--- config.mk ---
export PLATFORM = sky130hd
export DESIGN_NAME = pid_pwm_driver
export DESIGN_NICKNAME = d
export VERILOG_FILES = /design/src/rtl/pid_pwm_driver.sv
export SDC_FILE = /design/constraint.sdc
export NUM_CORES = 1
export LEC_CHECK = 0
export CAP_MARGIN = 20
export CORE_ASPECT_RATIO = 0.8
export CORE_UTILIZATION = 40
export DETAILED_ROUTE_END_ITERATION = 10
export GPL_TIMING_DRIVEN = 0
export PLACE_DENSITY = 0.66
export SLEW_MARGIN = 20
export SYNTH_ARGS = -nofsm -noshare
export SYNTH_HDL_FRONTEND = slang
export SYNTH_SLANG_ARGS = --single-unit
--- constraint.sdc ---
create_clock -name clk -period 10.6 [get_ports clk]
set_input_delay 3.18 -clock clk [delete_from_list [all_inputs] [get_ports clk]]
set_output_delay 3.18 -clock clk [all_outputs]
set_load 0.01 [all_outputs]
--- src/rtl/pid_pwm_driver.sv ---
// Sign-magnitude H-bridge PWM driver with double-buffered duty and boundary update.
// Optional dead-time insertion on direction reversal: define PID_PWM_DEADTIME_EN.
module pid_pwm_driver #(
    parameter int unsigned W      = 16,
    parameter int unsigned CW     = 10,
    parameter int unsigned PERIOD = 1000,
    parameter int unsigned DEAD   = 8
) (
    input  logic                clk,
    input  logic                rst,
    input  logic                enable,
    input  logic signed [W-1:0] duty_in,
    input  logic                duty_valid,
    output logic                pwm_a,
    output logic                pwm_b,
    output logic                dir,
    output logic                period_start,
    output logic                sat
);

    localparam int unsigned AW = CW + 1;
    localparam int unsigned MW = ((W + 1) > AW) ? (W + 1) : AW;
    localparam logic [CW-1:0] LAST = CW'(PERIOD - 1);
    localparam logic [AW-1:0] PMAG = AW'(PERIOD);
    localparam logic [MW-1:0] PLIM = MW'(PERIOD);
`ifdef PID_PWM_DEADTIME_EN
    localparam logic [CW-1:0] DEAD_C = CW'(DEAD);
`endif

    // Elaboration-time parameter sanity check.
    if (PERIOD < 2 || DEAD >= PERIOD || PERIOD > (1 << CW)) begin : g_bad_param
        $error("pid_pwm_driver: illegal PERIOD/DEAD/CW combination");
    end

    typedef enum logic [1:0] {
        IDLE  = 2'd0,
        RUN   = 2'd1
`ifdef PID_PWM_DEADTIME_EN
        ,
        DEADT = 2'd2
`endif
    } state_t;

    state_t                state_q, state_d;
    logic [CW-1:0]         cnt_q;
    logic signed [W-1:0]   shadow_q;
    logic [AW-1:0]         act_mag_q;
    logic                  act_dir_q;
    logic                  act_sat_q;

    logic                  boundary_c;
    logic signed [W-1:0]   new_duty_c;
    logic signed [MW-1:0]  dext_c;
    logic [MW-1:0]         dabs_c;
    logic                  new_sat_c;
    logic [AW-1:0]         new_mag_c;
    logic                  new_dir_c;
    logic                  gate_c;
    logic                  on_c;

    // Next-state, boundary duty decode and output gating.
    always_comb begin
        state_d    = state_q;
        boundary_c = (state_q != IDLE) && (cnt_q == LAST);
        new_duty_c = duty_valid ? duty_in : shadow_q;
        dext_c     = MW'(new_duty_c);
        dabs_c     = dext_c[MW-1] ? $unsigned(-dext_c) : $unsigned(dext_c);
        new_sat_c  = (dabs_c > PLIM);
        new_mag_c  = new_sat_c ? PMAG : AW'(dabs_c);
        new_dir_c  = (new_duty_c == '0) ? act_dir_q : new_duty_c[W-1];
        on_c       = ({1'b0, cnt_q} < act_mag_q);
        gate_c     = 1'b0;

        case (state_q)
            IDLE: begin
                if (enable) state_d = RUN;
            end
            RUN: begin
                gate_c = 1'b1;
`ifdef PID_PWM_DEADTIME_EN
                if (boundary_c && (new_dir_c != act_dir_q) && (act_mag_q != '0))
                    state_d = DEADT;
`endif
            end
`ifdef PID_PWM_DEADTIME_EN
            DEADT: begin
                gate_c = (cnt_q >= DEAD_C);
                if (boundary_c)
                    state_d = (new_dir_c != act_dir_q) ? DEADT : RUN;
                else if (cnt_q >= DEAD_C)
                    state_d = RUN;
            end
`endif
            default: state_d = IDLE;
        endcase

        if (!enable) state_d = IDLE;
    end

    // State, counter, duty buffers and registered outputs.
    always_ff @(posedge clk) begin
        if (rst) begin
            state_q      <= IDLE;
            cnt_q        <= '0;
            shadow_q     <= '0;
            act_mag_q    <= '0;
            act_dir_q    <= 1'b0;
            act_sat_q    <= 1'b0;
            pwm_a        <= 1'b0;
            pwm_b        <= 1'b0;
            dir          <= 1'b0;
            period_start <= 1'b0;
            sat          <= 1'b0;
        end else begin
            state_q <= state_d;
            if (!enable) begin
                cnt_q     <= '0;
                shadow_q  <= '0;
                act_mag_q <= '0;
                act_dir_q <= 1'b0;
                act_sat_q <= 1'b0;
            end else begin
                if (state_q == IDLE || cnt_q == LAST) cnt_q <= '0;
                else                                  cnt_q <= cnt_q + CW'(1);

                // Last strobe wins; one coincident with the boundary is taken directly.
                if (boundary_c) begin
                    shadow_q  <= new_duty_c;
                    act_mag_q <= new_mag_c;
                    act_dir_q <= new_dir_c;
                    act_sat_q <= new_sat_c;
                end else if (duty_valid) begin
                    shadow_q <= duty_in;
                end
            end

            // Single dir bit selects exactly one leg, so both can never be high together.
            pwm_a        <= enable && gate_c && on_c && !act_dir_q;
            pwm_b        <= enable && gate_c && on_c &&  act_dir_q;
            dir          <= enable && (state_q != IDLE) && act_dir_q;
            sat          <= enable && (state_q != IDLE) && act_sat_q;
            period_start <= enable && (state_q != IDLE) && (cnt_q == '0);
        end
    end

endmodule

Word level (Yosys, flattened, before mapping)
Cells that the tools add are included.
{ "classes": {"reduce_logical": 18, "n_eq_ne": 2, "muxes": 5, "magnitude_cmp": 2, "add_sub_neg": 2, "bitwise": 2} }
{ "op_table": {"columns": ["op", "count"], "rows": [
  ["$gt 17x10->1 const B", 1],
  ["$mux 17", 1],
  ["$neg 16->17", 1],
  ["$logic_not 16->1", 1],
  ["$mux 16", 1],
  ["$lt 10x11->1", 1],
  ["$mux 11", 1],
  ["$add 10x1->10 const B", 1],
  ["$eq 10x10->1 const B", 1],
  ["$logic_not 10->1", 1],
  ["$logic_and 1x1->1", 9],
  ["$pmux 2 s2", 1],
  ["$reduce_or 3->1", 1],
  ["$eq 2x1->1 const B", 1],
  ["$logic_not 2->1", 1],
  ["$not 1->1", 2],
  ["$reduce_and 2->1", 1],
  ["$reduce_bool 2->1", 1],
  ["$reduce_or 2->1", 1],
  ["$logic_not 1->1", 1],
  ["$logic_or 1x1->1", 1],
  ["$mux 1", 1]
]} }
{ "totals": {"input_bits": 20, "regBits": 46} }

Logic depth before layout (Yosys ltp)
Gate-level depths: netlist of run 1.
{ "depth": {"depth_word": 5, "mapped_depth": 13, "depth_no_buf": 10} }

Least setup slack after synthesis of run 1
Ideal clock, no wire load.
{ "synth_timing": {"path_kind": "input -> register", "start": "input port duty_valid", "end": "register act_mag_q[3]", "path_stages": 12, "setup_slack_ps": 4803, "arrival_time_ps": 5677, "cell_sequence": "buf_6 > buf_6 > buf_2 > mux2i_1 > ha_1 > mux2_2 > o21ai_0 > or3b_1 > a21oi_1 > and3b_1 > buf_2 > o31a_1"} }
{ "synth_between": {"elab_chain_cells": 5} }
{ "synth_rtl": {"columns": ["element", "line", "source"], "rows": [
  ["from (decl)", "13", "input logic duty_valid,"],
  ["$mux 16 (*)", null, null],
  ["$neg 16->17", "67", "dabs_c = dext_c[MW-1] ? $unsigned(-dext_c) : $unsigned(dext_c);"],
  ["$mux 17 (*)", "67", null],
  ["$gt 17x10->1", "68", "new_sat_c = (dabs_c > PLIM);"],
  ["$mux 11 (*)", "69", "new_mag_c = new_sat_c ? PMAG : AW'(dabs_c);"],
  ["to (signal assigned)", "129", "act_mag_q <= new_mag_c;"],
  ["to (decl)", "47", "logic [AW-1:0] act_mag_q;"]
]} }
Every way passes the cells marked *; elsewhere a longest branch is shown, timed or not.
A chain may end at the register's enable or synchronous reset.

Worst setup path in the final report of run 1
Ends and elaborated chain as after synthesis.

==> results of run 1 <==
## cells by family after synthesis
| family | Yosys count | synth area share (%) |
|---|---|---|
| AND/OR/NAND/NOR | 103 | 22.0 |
| AO/OA/AOI/OAI | 47 | 14.6 |
| flip-flops | 45 | 35.9 |
| buffers and inverters | 27 | 5.03 |
| multiplexers | 25 | 10.6 |
| XOR/XNOR | 17 | 5.93 |
| adder cells (fa/ha/maj) | 12 | 5.98 |
## where the power goes
part	internal, mW	switching [mW]	total [mW]
registers	0.171	0.00177	0.173
logic	0.0242	0.0276	0.0518
clock network	0.0706	0.0650	0.136
total	0.266	0.0943	0.360
## layout make-up
| class | count | area, um^2 |
|---|---|---|
| Fill cell | 579 | 3020 |
| Multi-Input combinational cell | 204 | 1480 |
| Sequential cell | 45 | 901 |
| Timing Repair Buffer | 23 | 230 |
| Tap cell | 81 | 101 |
| Clock buffer | 5 | 68.8 |
| Inverter | 18 | 67.6 |
| Buffer | 9 | 58.8 |
| Clock inverter | 3 | 46.3 |
## worst max path at each step
stage / startpoint / to / slack (ns) / cells past startpoint
floorplan: duty_valid / act_mag_q[3] / 4.80 / 12
global placement: duty_valid / act_mag_q[3] / 4.42 / 12
detailed placement: duty_valid / act_mag_q[3] / 4.44 / 12
CTS: duty_valid / act_mag_q[3] / 4.76 / 12
global route: duty_valid / act_mag_q[3] / 4.37 / 12
finish: duty_valid / act_mag_q[3] / 4.75 / 12
## metal layers
metal | track usage (%) | part of all wire [%] | vias to the layer above
met2 | 26.7 | 41 | 41
li1 | - | - | 1047
met4 | 6.99 | 1.8 | 0
met5 | 0 | 0 | -
met1 | 24.5 | 53 | 955
met3 | 3.13 | 3.7 | 9
## synth_stat cells, types with 7 or more instances
| master | number | share of area, % |
|---|---|---|
| xor2_1 | 7 | 2.4 |
| xnor2_1 | 10 | 3.5 |
| a21oi_1 | 10 | 2.0 |
| nor2_1 | 32 | 4.8 |
| dfxtp_1 | 45 | 36 |
| mux2_2 | 7 | 3.1 |
| inv_1 | 17 | 2.5 |
| ha_1 | 12 | 6.0 |
| nor3_1 | 10 | 2.0 |
| nand3_1 | 12 | 2.4 |
| o21ai_0 | 7 | 1.4 |
| nand2_1 | 13 | 1.9 |
| mux2i_1 | 16 | 6.4 |
## through the flow
stage	instances	cell area [um^2]	hold WS [ns]	setup WS, ns
after floorplan	276	2510	0.418	4.80
after global placement	380	2840	0.457	4.42
after detailed placement	380	2840	0.455	4.44
after CTS	388	2960	0.472	4.76
after global routing	388	2960	0.497	4.37
final	388	2960	0.463	4.75
## cells in the final DEF (no fill, tap or decap), types with 10 or more instances in the layout
cell | Yosys | layout
dfxtp_1 | 45 | 45
nor2_1 | 32 | 32
clkdlybuf4s50_1 | 0 | 23
inv_1 | 17 | 17
mux2i_1 | 16 | 16
nand2_1 | 13 | 13
nand3_1 | 12 | 12
ha_1 | 12 | 12
a21oi_1 | 10 | 10
xnor2_1 | 10 | 10
nor3_1 | 10 | 10
==> results.py, run 1 <==
metrics = {
    "logic_synthesis": {
        "synthesis.area_um2": 2510,
        "synth-async-reset-ratio_pct": 0,
        "ys_seq_elements": 45,
        "synth_edf_count": 0,
        "yosysWarnings": 0,
        "syn_nets": 308,
        "ys_seq_area_share_pct": 35.9,
        "synth_cells": 276,
        "ys.flop_type": "dfxtp_1",
        "syn_avg_cell_area_um2": 9.09,
        "netlist-cell-type-count": 54,
    },
    "global_route": {
        "antenna_found_initial": 0,
        "grt_max_degree": 16,
        "grtUsageTotal_pct": 17.5,
        "first_global_vias": 1943,
        "grt_overflow": 0,
        "grt_pass1_wl_mm": 9.08,
    },
    "clock_network": {
        "tritoncts": "done",
        "post-cts-setup-buffers": 0,
        "cts-hold-fix-buffers": 0,
        "ctsResizeCount": 0,
        "cts_root_buf": "clkbuf_8",
        "insertion_delay_ns": 0.31,
        "cts_buffers": 5,
        "path_clk_slew_ns": 0.09,
        "htree_levels": 2,
        "cts.sinks": 45,
        "cts_max_path_buffers": 2,
    },
    "finish": {
        "top_register": "shadow_q",
        "post-route-util_pct": 49.5,
        "layout.nets": 338,
        "largestRegisters": "shadow_q x16, act_mag_q x11, cnt_q x10",
        "diodes": 0,
        "final_layout_size_suffix_gt1_share_pct": 10.4,
        "largest_reg_flops": 16,
        "area_growth_syn_to_layout_pct": 17.8,
    },
    "placement": {
        "gp_congestion": 0.829,
        "dpl.hpwl_mm": 4.16,
        "portBuffers": 23,
    },
    "pwr": {
        "power_mw": 0.360,
        "powerDensity_nw_per_um2": 122,
        "leakage_nw": 1.12,
        "peakVddDrop_uv": 49.6,
    },
    "min_path": {
        "min_from": "act_dir_q",
        "hold_path.class": "reg -> reg",
        "min_path_cells": 1,
        "hold_end": "pwm_a",
    },
    "worst_setup_path": {
        "start_kind": "primary input",
        "end_kind": "register",
        "arrival_ns": 6.06,
        "path_buf_inv": 3,
        "crit_top_cell": "buf_6",
        "ff2ff_setup_slack_ns": 7.87,
        "cp_slowest_cell": "nor4bb_1",
        "max_stage_delay_ns": 0.35,
        "r2r-end": "act_mag_q[3]",
        "critPathMaxFanout": 10,
        "r2r-start": "shadow_q[0]",
        "crit_type": "in -> reg",
        "cp.required_ns": 10.80,
        "path_delay_family": "simple AND/OR/NAND/NOR gates",
        "crit_chain": "buf_6, buf_6, buf_2, mux2i_1, ha_1, nor4bb_1, nor2_1, nor3_1, xor2_1, o31ai_1, nand3b_2, o31a_1",
        "reg2reg_depth": 10,
    },
    "route": {
        "dr.pass1.iters": 4,
        "wirelength_mm": 5.42,
        "ant_nets": 0,
        "drc": 0,
        "vias": 2052,
        "via_per_inst": 5.29,
        "drtIter0Drc": 85,
        "wl_per_cell_um": 14.0,
    },
    "sta": {
        "hold_viol": 0,
        "max_freq_mhz": 171,
        "rsz0062_at_grt": "no",
        "worst_pin_slew_ns": 0.540,
        "drv_slew": 0,
        "fin_crit_sh_pct": 55.2,
        "setup_viol": 0,
        "fin_skew_ns": 0.00588,
        "fin_tns_setup_ns": 0,
        "finalCriticalPeriod_ns": 5.85,
        "slew_headroom_pct": 64.0,
    },
    "floorplan": {
        "die_y_um": 72.9,
        "row_count": 25,
        "coreArea_um2": 5970,
        "die_area_um2": 6600,
        "pin_count": 25,
        "start_util_pct": 42.0,
        "die_x_um": 90.6,
    },
    "run_status": {
        "outcome": "finished clean",
    },
    "run": {
        "cap_violations": 0,
    },
}
Power figures use the tool's default switching activity.
==> inputs of run 2 (changes only) <==
==> constraint.sdc (replaced) <==
create_clock -name clk -period 5.8 [get_ports clk]
set_input_delay 1.74 -clock clk [delete_from_list [all_inputs] [get_ports clk]]
set_output_delay 1.74 -clock clk [all_outputs]
set_load 0.01 [all_outputs]
==> results of run 2 <==
Same layout as run 1 (identical final DEF). Status: finished clean.
Among the figures that moved: setup slack after placement 4.44 ns -> 1.08 ns; setup slack after layout 4.75 ns -> 1.39 ns; register-to-register setup slack 7.87 ns -> 3.07 ns; total power 0.360 mW -> 0.659 mW; worst IR drop on VDD 49.6 uV -> 90.7 uV
